`src/rtl/evt_buf_alloc_ctrl.sv`:
```
// rtl/evt_buf_alloc_ctrl.sv - LV2 event buffer space allocator and round-robin burst write scheduler
module evt_buf_alloc_ctrl #(
    parameter int              NREQ       = 4,
    parameter int              AW         = 18,
    parameter int              LEN_W      = 12,
    parameter logic [AW-1:0]   HIGH_WATER = 18'd200000
) (
    input  logic                   clk,
    input  logic                   reset,
    input  logic [NREQ-1:0]        req,
    input  logic [NREQ*LEN_W-1:0]  req_len,
    input  logic                   wr_valid,
    output logic [NREQ-1:0]        grant,
    output logic                   wr_en,
    output logic [AW-1:0]          wr_addr,
    output logic                   burst_done,
    input  logic                   free_valid,
    input  logic [LEN_W-1:0]       free_len,
    output logic [AW-1:0]          current_mem_usage,
    output logic                   almost_full,
    output logic                   free_err
);
    localparam int IW = (NREQ > 1) ? $clog2(NREQ) : 1;
    localparam int SW = ((AW > LEN_W) ? AW : LEN_W) + 1;
    localparam logic [SW-1:0] CAP = SW'((64'd1 << AW) - 64'd1);

    typedef enum logic [1:0] {IDLE, BURST, DONE} state_t;

    state_t            state_q, state_d;
    logic [IW-1:0]     rr_ptr, cur_q, cand, idx;
    logic [LEN_W-1:0]  len_q, cnt_q, cand_len;
    logic [AW-1:0]     wptr;
    logic              found, fits, do_grant, hold_rr, beat, last;
    logic [SW-1:0]     alloc, sum, rel;
    logic              over;

    // Candidate is the first requester at or after the rr pointer.
    always_comb begin
        found    = 1'b0;
        cand     = rr_ptr;
        idx      = '0;
        cand_len = '0;
        for (int k = 0; k < NREQ; k++) begin
            idx = IW'((k + int'(rr_ptr)) % NREQ);
            if (!found && req[idx]) begin
                found = 1'b1;
                cand  = idx;
            end
        end
        for (int i = 0; i < NREQ; i++) begin
            if (cand == IW'(i)) cand_len = req_len[i*LEN_W +: LEN_W];
        end
        fits = (SW'(current_mem_usage) + SW'(cand_len)) <= CAP;
    end

    always_comb begin
        state_d  = state_q;
        do_grant = 1'b0;
        hold_rr  = 1'b0;
        beat     = 1'b0;
        last     = 1'b0;
        alloc    = '0;
        case (state_q)
            IDLE: begin
                if (found && fits) begin
                    do_grant = 1'b1;
                    alloc    = SW'(cand_len);
                    state_d  = BURST;
                end else if (found) begin
                    hold_rr = 1'b1;
                end
            end
            BURST: begin
                if (len_q == '0) begin
                    last    = 1'b1;
                    state_d = DONE;
                end else if (wr_valid) begin
                    beat = 1'b1;
                    if (cnt_q + LEN_W'(1) == len_q) begin
                        last    = 1'b1;
                        state_d = DONE;
                    end
                end
            end
            DONE:    state_d = IDLE;
            default: state_d = IDLE;
        endcase
    end

    // Release larger than what is (or is being) allocated clamps to empty.
    always_comb begin
        sum  = SW'(current_mem_usage) + alloc;
        rel  = free_valid ? SW'(free_len) : '0;
        over = rel > sum;
    end

    always_ff @(posedge clk or negedge reset) begin
        if (!reset) begin
            state_q           <= IDLE;
            grant             <= '0;
            rr_ptr            <= '0;
            cur_q             <= '0;
            len_q             <= '0;
            cnt_q             <= '0;
            wptr              <= '0;
            current_mem_usage <= '0;
            almost_full       <= 1'b0;
            free_err          <= 1'b0;
        end else begin
            state_q           <= state_d;
            current_mem_usage <= over ? '0 : AW'(sum - rel);
            almost_full       <= current_mem_usage >= HIGH_WATER;
            if (over) free_err <= 1'b1;
            if (do_grant) begin
                grant <= NREQ'(1) << cand;
                len_q <= cand_len;
                cnt_q <= '0;
                cur_q <= cand;
            end
            if (beat) begin
                wptr  <= wptr + AW'(1);
                cnt_q <= cnt_q + LEN_W'(1);
            end
            if (last) grant <= '0;
            if (hold_rr) rr_ptr <= cand;
            if (state_q == DONE) rr_ptr <= (cur_q == IW'(NREQ - 1)) ? '0 : cur_q + IW'(1);
        end
    end

    assign wr_en      = (state_q == BURST) && wr_valid && (len_q != '0);
    assign wr_addr    = wptr;
    assign burst_done = (state_q == DONE);
endmodule

```
`config.mk`:
```
export PLATFORM = sky130hd
export DESIGN_NAME = evt_buf_alloc_ctrl
export DESIGN_NICKNAME = d
export VERILOG_FILES = /design/src/rtl/evt_buf_alloc_ctrl.sv
export SDC_FILE = /design/constraint.sdc
export NUM_CORES = 1
export LEC_CHECK = 0
export BUFFER_PORTS_ARGS = -buffer_cell sky130_fd_sc_hd__buf_4
export CAP_MARGIN = 30
export CORE_MARGIN = 8
export CORE_UTILIZATION = 45
export DETAILED_ROUTE_END_ITERATION = 8
export GPL_ROUTABILITY_DRIVEN = 0
export PLACE_DENSITY_LB_ADDON = 0.2
export SYNTH_ARGS = -nofsm -noshare
export SYNTH_HDL_FRONTEND = slang
export SYNTH_SLANG_ARGS = --single-unit
```
`constraint.sdc`:
```
create_clock -name clk -period 15.8 [get_ports clk]
set_input_delay 1.58 -clock clk [delete_from_list [all_inputs] [get_ports clk]]
set_output_delay 1.58 -clock clk [all_outputs]
set_load 0.01 [all_outputs]
```
Word-level counts from Yosys, hierarchy flattened
Index checks and enable logic that the tools add are counted.

word-level totals
  register bits after elaboration = 72
  bits of input ports = 68
  output and inout port bits = 44
  logic and storage cells = 101

cells by class
  add/sub/neg operators = 9
  order comparisons = 7
  equality and inequality tests = 10
  shift-type cells = 1
  muxes and demuxes = 47
  reductions and logical operators = 17

operator list
  cell                     number
  $mux W12                 9
  $add A18 B12 Y19         2
  $mux W1                  20
  $mux W2                  10
  $gt A12 B19 Y1           1
  $le A19 B18 Y1 const B   1
  $add A18 B1 Y18 const B  1
  $ge A18 B18 Y1 const B   1
  $mux W18                 1
  $sub A18 B12 Y18         1
  $add A12 B1 Y12 const B  1
  $eq A12 B12 Y1           1
  $logic_not A12 Y1        1
  $lt A2 B3 Y1 const B     4
  $reduce_bool A12 Y1      1
  $bmux W1 S2              4
  $eq A2 B2 Y1 const B     4
  $mux W4                  2
  $logic_and A1 B1 Y1      6
  $ne A3 B3 Y1 const B     2
  $reduce_bool A2 Y1       3
  $add A2 B2 Y2 const A    2
  $eq A2 B1 Y1 const B     2
  $logic_not A2 Y1         2
  7 further kinds          9

Depth between registers and ports, before layout
Gate-level depths: netlist of the first run.

  depth in word-level cells = 25
  gate-level depth with buffers = 32
  depth with buffers taken out = 30

Worst setup path after synthesis of the first run
Ideal clock, no wire load.

  path type = input to register
  from = in req[0]
  to = reg current_mem_usage[15]
  setup time = 0.119 ns
  data arrival time = 7.917 ns
  required time = 15.681 ns
  setup slack = 7.764 ns
  stages = 28
  buffers on the path = 2
  cells stage by stage = nor2b_1 o41ai_4 buf_4 mux4_2 ha_1 o21a_1 nor2_1 or4_1 a211oi_2 nor3_2 clkbuf_1 and2_1 ha_1 fa_1 a211oi_2 o211ai_1 and2_4 xor2_1 inv_1 ha_1 a21oi_1 o21ai_0 a21oi_1 nor2b_1 a2111oi_2 mux2i_1 xnor2_1 nor2_1

between the ends
  longest elaborated chain between the ends = 25
  elaborated cells on any way between the ends = 38
  classes of those cells = add/sub (3); order compare (2); eq/ne (3); mux (22); reduce/logical (8)

RTL lines
  what                                                       line     RTL
  start: declaration                                         10       input logic [NREQ-1:0] req,
  $bmux W1 S2                                                45       if (!found && req[idx]) begin
  $mux W1 (not written as such)                              45
  $mux W1                                                    45
  $logic_not A1 Y1                                           45
  $logic_and A1 B1 Y1                                        45
  $mux W1                                                    45
  $logic_not A1 Y1                                           45
  $logic_and A1 B1 Y1                                        45
  [... 9 more ...]                                           --
  via cand_len[10]                                           31       logic [LEN_W-1:0] len_q, cnt_q, cand_len;
  $add A18 B12 Y19                                           53       fits = (SW'(current_mem_usage) + SW'(cand_len)) <= CAP;
  $le A19 B18 Y1                                             53
  $logic_and A1 B1 Y1                                        65       if (found && fits) begin
  $mux W12 (*)                                               65
  $mux W12 (*)                                               63       case (state_q)
  $add A18 B12 Y19 (*)                                       92       sum = SW'(current_mem_usage) + alloc;
  $sub A18 B12 Y18 / $gt A12 B19 Y1 (equally long branches)  111, 94
  $mux W18 (*)                                               111      current_mem_usage <= over ? '0 : AW'(sum - rel);
  end signal: assignment                                     111
  end: declaration                                           19       output logic [AW-1:0] current_mem_usage,

The timed path passes the listed nets; every way through them passes the cells marked *. The select of a mux whose other input is x is not followed.
A chain may end at the register's enable or synchronous reset.

Worst setup path in the final report of the first run
  from = in req[0]
  to = reg current_mem_usage[6]

Same word-level chain as after synthesis.

==> results of run 1 <==
-- cell usage in the layout (no fill, tap or decap), types with 7 or more instances in the layout --
cell type	netlist	routed
nand2_1	52	52
mux2i_1	7	7
nor2b_1	17	17
ha_1	50	50
clkbuf_16	0	9
a21oi_1	29	29
nand4_1	7	7
xnor2_1	40	40
mux4_2	12	12
nand3_1	19	19
nor2_1	51	51
and2_1	22	22
inv_1	40	40
mux2_2	14	14
buf_4	1	114
xor2_1	21	21
nor3_1	7	7
nand2b_1	9	9
dfrtp_1	72	72
o21ai_0	36	36
-- state kept, by name, summed over array words and instances, names as in the netlist --
signal / count
cnt_q: 12
grant: 4
len_q: 12
rr_ptr: 2
free_err: 1
current_mem_usage: 18
wr_addr: 18
cur_q: 2
almost_full: 1
state_q: 2
-- power groups by stage --
stage                     clock (W)  sequential [W]  combinational [W]
after floorplan                   0        0.000315           0.000422
after global placement            0        0.000329           0.000581
after detailed placement          0        0.000331           0.000593
after CTS                  0.000201        0.000328           0.000596
after global routing       0.000211        0.000338           0.000665
final                      0.000198        0.000330           0.000598
-- cell families after synthesis --
| logic type | share of synthesized area, % |
|---|---|
| adder cells (fa/ha/maj) | 11.81 |
| AO/OA/AOI/OAI | 16.59 |
| buffers and inverters | 4.417 |
| XOR/XNOR | 9.201 |
| AND/OR/NAND/NOR | 18.38 |
| multiplexers | 8.576 |
| flip-flops | 31.03 |
-- critical path, stage by stage --
cell and delay, ps:
buf_4 120, nor2b_1 160, o41ai_4 320, buf_4 340
mux4_2 580, ha_1 320, o21a_1 120, nor2_1 40
or4_1 500, a211oi_2 280, nor3_4 80, buf_4 280
and2_1 220, fa_1 460, a211oi_2 250, o211ai_1 150
and2_4 220, a21oi_1 160, o21bai_1 90, xor2_1 160
ha_1 400, nand2_1 130, nor2_1 190, o21ai_0 110
o21ai_0 200, nand3_1 160, a211oi_4 690, and3b_1 250
-- routing by layer --
metal | vias to the layer above | track usage [%] | share of wire (%)
li1 | 2398 | - | -
met1 | 2428 | 23.02 | 42
met2 | 145 | 33.57 | 51
met3 | 24 | 3.698 | 4.8
met4 | 0 | 6.694 | 2.0
met5 | - | 0 | 0
-- worst paths after layout --
check	start	end	slack (ps)
worst min register to register	free_err	free_err	480
worst max register to register	rr_ptr[1]	current_mem_usage[6]	8360
min in group asynchronous	reset	almost_full	1370
worst min-delay path	free_err	free_err	480
max in group asynchronous	reset	cnt_q[5]	13820
worst max-delay path	req[0]	current_mem_usage[6]	7450
-- per-stage QoR --
step	total power [W]	util, %	setup WS [ps]
floorplan	0.0007377	-	7764
global placement	0.0009101	53.71	7438
detailed placement	0.0009240	53.71	7165
CTS	0.001126	55.98	7471
global route	0.001214	55.98	7010
finish	0.001125	55.98	7451
-- cell type report --
type                            count  area, um2  area share [%]
Sequential cell                    72       1802           25.50
Clock buffer                        9      225.2           3.188
Inverter                           40      150.1           2.125
Multi-Input combinational cell    489       3755           53.15
Tap cell                          172      215.2           3.046
Timing Repair Buffer              114      855.8           12.11
Clock inverter                      7      61.31          0.8679
==> metrics, run 1 <==
Final Skew=9.501 ps; share of layout cells above drive strength 1=25.17%; worst hold slack=482.3 ps; cells on worst reg2reg path=27; Synth top cells by count=dfrtp_1 (72), nand2_1 (52), nor2_1 (51), ha_1 (50); Slew @ Worst Pin=around 930 ps; # fillers=roughly 1,200; most common cell in the netlist=dfrtp_1; vias in the first global route=5,088; die area=roughly 17,000 um2; RSZ-0062 raised after global routing=false; Critical Path RT=around 16,000 ps; DR WL/cell=17.54 um; largest net degree at the start of global routing=73; CTS Buf Count=9; DRC=0; CTS resizes=0; post-synth cell types=73; period utilization=52.84%; CP arrival=8570 ps; syn nets=738; clock sinks=between 70 and 80; initial antenna violation count=0; slew margin rel.=36.13%; fraction of registers with async set or reset after synthesis=100.0%; Finished Cell Area=slightly above 7000 um2; startpoint types=input port; Cells after Synth=between 600 and 700; Post-DRT Antenna Nets=0; vias after detailed routing=4,995; cts hold-fix bufs=0; sequential share of the synthesized area=31.03%; final wirelength=15,840 um; main area contributors after synthesis=dfrtp_1 (31%), ha_1 (11%), xnor2_1 (6.0%); synthesized area per cell=9.411 um2; final hold viol count=0; Port Buf Inserts=111; Root Driver=clkbuf_16; Clock Power Share=17.6%; drt first pass iters=5; largest buffer count on any clock path=2; outcome=finished clean; nets=847; Layout Cells excl Fill=903; kind of critical path=input port to flip-flop; CTS tree=yes; Hold Path Cell Cnt=1; Sw Pwr=0.0004924 W; Period minus WS final=8349 ps; Die Ht=129.6 um; area delta synth->final=21.65%; H-tree levels=3; CTS clk-pin slew, worst paths=70 ps; IO Count=112; Vias/cell=5.532; prevailing post-synth register cell=dfrtp_1; fmax=roughly 120 MHz; drt initial violations=452; chip width=between 100 and 150 um; Gate power share=53.1%; Post-Syn Area=5807 um2; post-CTS setup buffers=0; Hold/Removal Path Class=flip-flop to flip-flop; Max FO, Critical Path=36; CP endpoint kind=flip-flop; final setup vio count=0; Post-synth EDFFs=0; area leader, netlist=dfrtp_1; post-synth top area share=about 31%; Max Cap Viol=0; Leak=3.227 nW; P_int=0.0006326 W; Synth Register Bits=72; yosys warns=0; Slew Viols, Final=0; Row Count=about 40; area of the core=approximately 13,000 um2; first-pass GRT wire length=25,520 um; Clk Latency, worst-skew pair=340 ps; Switching Fraction=43.77%; Peak VDD IR=between 0.09 and 0.1 mV; grt total ovfl=0; DP HPWL=around 13,000 um; setup TNS=0 ps; gr usage total=19.19%; dpl cells=887; antenna cell count=0; Reg power frac=29.3%; Pwr Density=159.3 nW/um2; dpl cell area=between 6000 and 7000 um2; initial cell density of the core=a little under half
(Power assumes the default switching activity.)
==> run 2, diff against run 1 <==
Clock period 15.8 ns to 7.7 ns, I/O delays scaled along.
==> metrics, run 2 (synthesis results as in run 1) <==
Die Ht=between 100 and 150 um; reg-to-reg setup timing slack=590 ps; Hold Startpoint=wr_addr[17]; most frequent CP cell=ha_1; RR Endpoint=current_mem_usage[16]; H-tree levels=3; Final Skew=about 9.4 ps; crit-path leading delay family=compound AO/OA/AOI/OAI gates; worst hold slack=483.7 ps; Row Count=41; clock sinks=72; Reg power frac=29.3%; share of layout cells above drive strength 1=25.92%; Clk Latency, worst-skew pair=around 340 ps; Setup WS post-layout=496.8 ps; Peak VDD IR=0.2106 mV; vias in the first global route=5,210; vias after detailed routing=5,054; CTS tree=yes; Post-DRT Antenna Nets=0; nets=853; cts hold-fix bufs=0; IO Count=112; CP endpoint kind=flip-flop; Critical Path RT=7930 ps; P_int=approximately 0.0013 W; setup TNS=0 ps; largest net degree at the start of global routing=73; RSZ-0062 raised after global routing=false; CP bufs+invs=3; Max FO, Critical Path=7; commonest non-fill, non-tap cell in the layout=buf_4; final hold viol count=0; Hold/Removal Path Class=flip-flop to flip-flop; grt total ovfl=0; initial cell density of the core=46.01%; Port Buf Inserts=111; CP arrival=~7400 ps; end point of the critical path=current_mem_usage[16]; drt first pass iters=5; chip width=129.6 um; final wirelength=16,180 um; Sw Pwr=0.001014 W; startpoint types=input port; drt initial violations=437; Slew Viols, Final=0; largest buffer count on any clock path=2; initial antenna violation count=0; Switching Fraction=roughly 44%; fmax=138.8 MHz; pre-CTS setup slack=7.196 ps; gr usage total=about 20%; DR WL/cell=17.79 um; DRC=0; CTS Buf Count=9; slew margin rel.=38.68%; PnR Total Power=around 0.0023 W; reg2reg start=rr_ptr[1]; Pwr Density=325.3 nW/um2; Max Cap Viol=0; Gate power share=a little over half; cells on worst reg2reg path=27; CTS clk-pin slew, worst paths=70 ps; Crit path depth=28; DP HPWL=12,790 um; Slowest-stage cell, CP=mux4_2; period utilization=93.55%; final setup vio count=0; area of the core=12,620 um2; Slew @ Worst Pin=919.8 ps; Period minus WS final=7203 ps; commonest non-fill, non-tap cells in the layout=buf_4 (120), dfrtp_1 (72), nand2_1 (52); outcome=finished clean; Leak=between 3 and 4 nW; Crit path largest cell delay=580 ps; Hold Path Cell Cnt=1; antenna cell count=0; area delta synth->final=22.52%; Root Driver=clkbuf_16; first-pass GRT wire length=around 26,000 um; die area=about 17,000 um2; Clock Power Share=between 10% and 20%; kind of critical path=input port to flip-flop; Vias/cell=5.560; crit path launch=req[0]
## run 2: metrics by stage
step                cells  area (um2)  utilization (%)
global placement      892        6815            54.01
detailed placement    892        6815            54.01
CTS                   908        7101            56.27
finish                909        7114            56.38
floorplan             617        5807                -
global route          909        7114            56.38
## run 2: layer usage
metal	global-route usage (%)	share of wire, %
met1	24.09	43
met2	34.46	51
met3	2.301	4.2
met4	8.197	2.3
met5	0	0
## run 2: what timing repair did
item / 4_1_cts / 5_1_grt
resized for setup: 0 / 2
buffers inserted: 0 / 1
endpoints found under the setup margin: 0 / 11
## run 2: area by class of cell
cell class	instances	area, um2
clock buffers	9	225.2
flip-flops and latches	72	1802
repair buffers	120	900.9
well taps	172	215.2
multi-input cells	489	3761
fillers	1155	5505
inverters	40	150.1
clock inverters	7	60.06
## run 2: power groups by stage
stage / combinational [W] / sequential (W) / clock [W]
global placement: 0.00119 / 0.000677 / 0
detailed placement: 0.00122 / 0.000680 / 0
CTS: 0.00123 / 0.000674 / 0.000415
global route: 0.00137 / 0.000697 / 0.000431
floorplan: 0.000866 / 0.000647 / 0
finish: 0.00123 / 0.000678 / 0.000407
## run 2: how the worst min path moves through the flow
stage and end:
2_1_floorplan almost_full, 3_3_place_gp wr_addr[17], 3_5_place_dp wr_addr[17], 4_1_cts wr_addr[17], 5_1_grt wr_addr[17], 6_report wr_addr[17]
## run 2: worst register-to-register path: cells and delay by family, from the launching register on
kind                       cells  cell delay, ps
AOI/OAI and AO/OA             10            2300
xor gates and xnor gates       2             440
adders and majority gates      4            1350
buffers and inverters          2             280
DFF                            1             420
muxes                          1             580
and+or+nand+nor                8            1610
==> run 3, diff against run 2 <==
Settings changed: ABC_AREA from default to 1, GPL_TIMING_DRIVEN from default to 0.
==> metrics, run 3 <==
end point of the critical path=current_mem_usage[11]; CP arrival=7290 ps; Max FO, Critical Path=10; area leader, netlist=dfrtp_1; Post-Syn Area=6279 um2; yosys warns=0; Final Skew=approximately 5.2 ps; clock sinks=~70; largest buffer count on any clock path=2; IO Count=about 110; drt initial violations=372; RR Endpoint=current_mem_usage[11]; antenna cell count=0; DR WL/cell=13.52 um; Cells after Synth=just under 900; fraction of registers with async set or reset after synthesis=100.0%; outcome=finished clean; CTS tree=yes; sequential share of the synthesized area=28.70%; Slowest-stage cell, CP=fa_1; post-synth cell types=between 40 and 50; grt total ovfl=0; Post-Synth Simple-Gate Area=34.48%; Gate power share=66.4%; fmax=around 140 MHz; Leak=4.332 nW; final wirelength=16,270 um; Pwr Density=436.7 nW/um2; Clk Latency, worst-skew pair=330 ps; H-tree levels=3; CTS clk-pin slew, worst paths=60 ps; Critical Path RT=7910 ps; initial antenna violation count=0; post-synthesis mux area share=0%; Slew Viols, Final=0; initial cell density of the core=45.59%; cells on worst reg2reg path=53; commonest non-fill, non-tap cell in the layout=nand2_1; area delta synth->final=23.04%; post-synth top area share=28.70%; drt first pass iters=5; nets=1,140; kind of critical path=input port to flip-flop; Post-synth EDFFs=0; # fillers=1,391; Synth Area in XOR/XNOR=between 6 and 7%; syn nets=between 1,000 and 1,500; DRC=0; period utilization=91.89%; chip width=134.1 um; largest family of logic cells by synthesized area=simple AND/OR/NAND/NOR gates; P_int=0.001719 W; Sw Pwr=0.001655 W; share of layout cells above drive strength 1=20.41%; setup TNS=0 ps; Peak VDD IR=0.2469 mV; die area=17,990 um2; first-pass GRT wire length=27,180 um; Synth top cells by count=nand2_1 (235), inv_1 (118), nor2_1 (81), dfrtp_1 (72), nand3_1 (67); cts hold-fix bufs=0; most common cell in the netlist=nand2_1; Slew @ Worst Pin=approximately 600 ps; vias after detailed routing=slightly below 6,000; startpoint types=input port; gr usage total=between 10% and 20%; CP endpoint kind=flip-flop; Reg power frac=approximately 20%; Max Cap Viol=0; Vias/cell=around 4.9; final hold viol count=0; vias in the first global route=between 5,000 and 6,000; Compound-Gate Fraction of Synth Area=under 10%; Port Buf Inserts=111; main area contributors after synthesis=dfrtp_1 (29%), nand2_1 (14%), ha_1 (10%); Hold/Removal Path Class=input port to asynchronous set/reset pin; Period minus WS final=7076 ps; reg-to-reg setup timing slack=640 ps; Root Driver=clkbuf_16; area of the core=around 14,000 um2; Clock Power Share=13.1%; Switching Fraction=49.05%; crit path launch=req[3]; synthesized area per cell=7.039 um2; Post-DRT Antenna Nets=0; Synth Area in Adders=10.92%; Die Ht=134.1 um; most frequent CP cell=nand2_1; CTS Buf Count=9; DP HPWL=about 13,000 um; Row Count=43; Crit path largest cell delay=~380 ps; commonest non-fill, non-tap cells in the layout=nand2_1 (234), inv_1 (118), buf_4 (116); Synth Register Bits=72; final setup vio count=0; slew margin rel.=59.41%; final cell utilization of the core=56.09%; largest net degree at the start of global routing=73; reg2reg start=rr_ptr[1]; prevailing post-synth register cell=dfrtp_1
run 3: worst min path at each step:
stage	start	end	depth (start not counted)	slack, ps
floorplan	len_q[4]	len_q[4]	2	450
global placement	free_err	free_err	2	450
detailed placement	free_err	free_err	2	450
CTS	free_err	free_err	2	470
global route	reset	rr_ptr[1]	2	480
finish	reset	rr_ptr[1]	2	440
run 3: per-stage QoR:
step                      worst slack [ps]  cell area (um2)  total power (W)  std cells  hold WS [ps]
after global routing                -7.486             7725         0.003717       1204         483.2
after detailed placement            -164.6             7337         0.002903       1183         453.6
after global placement              -89.61             7337         0.002869       1183         449.1
after floorplan                       1282             6279         0.002303        892         448.9
after CTS                            151.1             7650         0.003367       1199         469.3
final                                624.3             7725         0.003373       1204         441.8
run 3: critical path: cells and delay by family:
family	cells	cell delay, ps
xor+xnor	1	170
simple gates	30	2920
buf+inv	12	1320
fa+ha+maj	5	1410
compound gates	5	680
run 3: cell type report:
| type | count | area, um2 | share of cell area (%) |
|---|---|---|---|
| Multi-Input combinational cell | 675 | 3869 | 50.08 |
| Sequential cell | 72 | 1802 | 23.32 |
| Timing Repair Buffer | 116 | 890.9 | 11.53 |
| Inverter | 130 | 501.7 | 6.495 |
| Clock buffer | 10 | 229.0 | 2.964 |
| Tap cell | 180 | 225.2 | 2.915 |
| Buffer | 15 | 123.9 | 1.604 |
| Clock inverter | 6 | 83.83 | 1.085 |
run 3: kinds of logic (layout without fill, tap and decap cells):
group,Yosys count,in the layout
AO/OA/AOI/OAI,104,104
XOR/XNOR,47,47
adder cells (fa/ha/maj),53,53
buffers and inverters,145,277
flip-flops,72,72
AND/OR/NAND/NOR,471,471
run 3: power by group through the flow:
stage	clock [W]	sequential (W)	combinational [W]
floorplan	0	0.000688	0.00161
global placement	0	0.000695	0.00217
detailed placement	0	0.000696	0.00221
CTS	0.000449	0.000691	0.00223
global route	0.000465	0.000713	0.00254
finish	0.000441	0.000692	0.00224
run 3: repair_timing:
action                                  4_1_cts  5_1_grt
setup buffers                                 0        4
gates resized for setup                       0        6
hold endpoints to repair                      0        0
endpoints found under the setup margin        0       19
run 3: routing by layer:
metal  wire length, um  vias up  global-route usage [%]
li1                  -     3106                       -
met1              7363     2726                   22.61
met2              8419       74                   32.92
met3               280       13                   2.281
met4               210        0                   4.866
met5                 0        -                       0
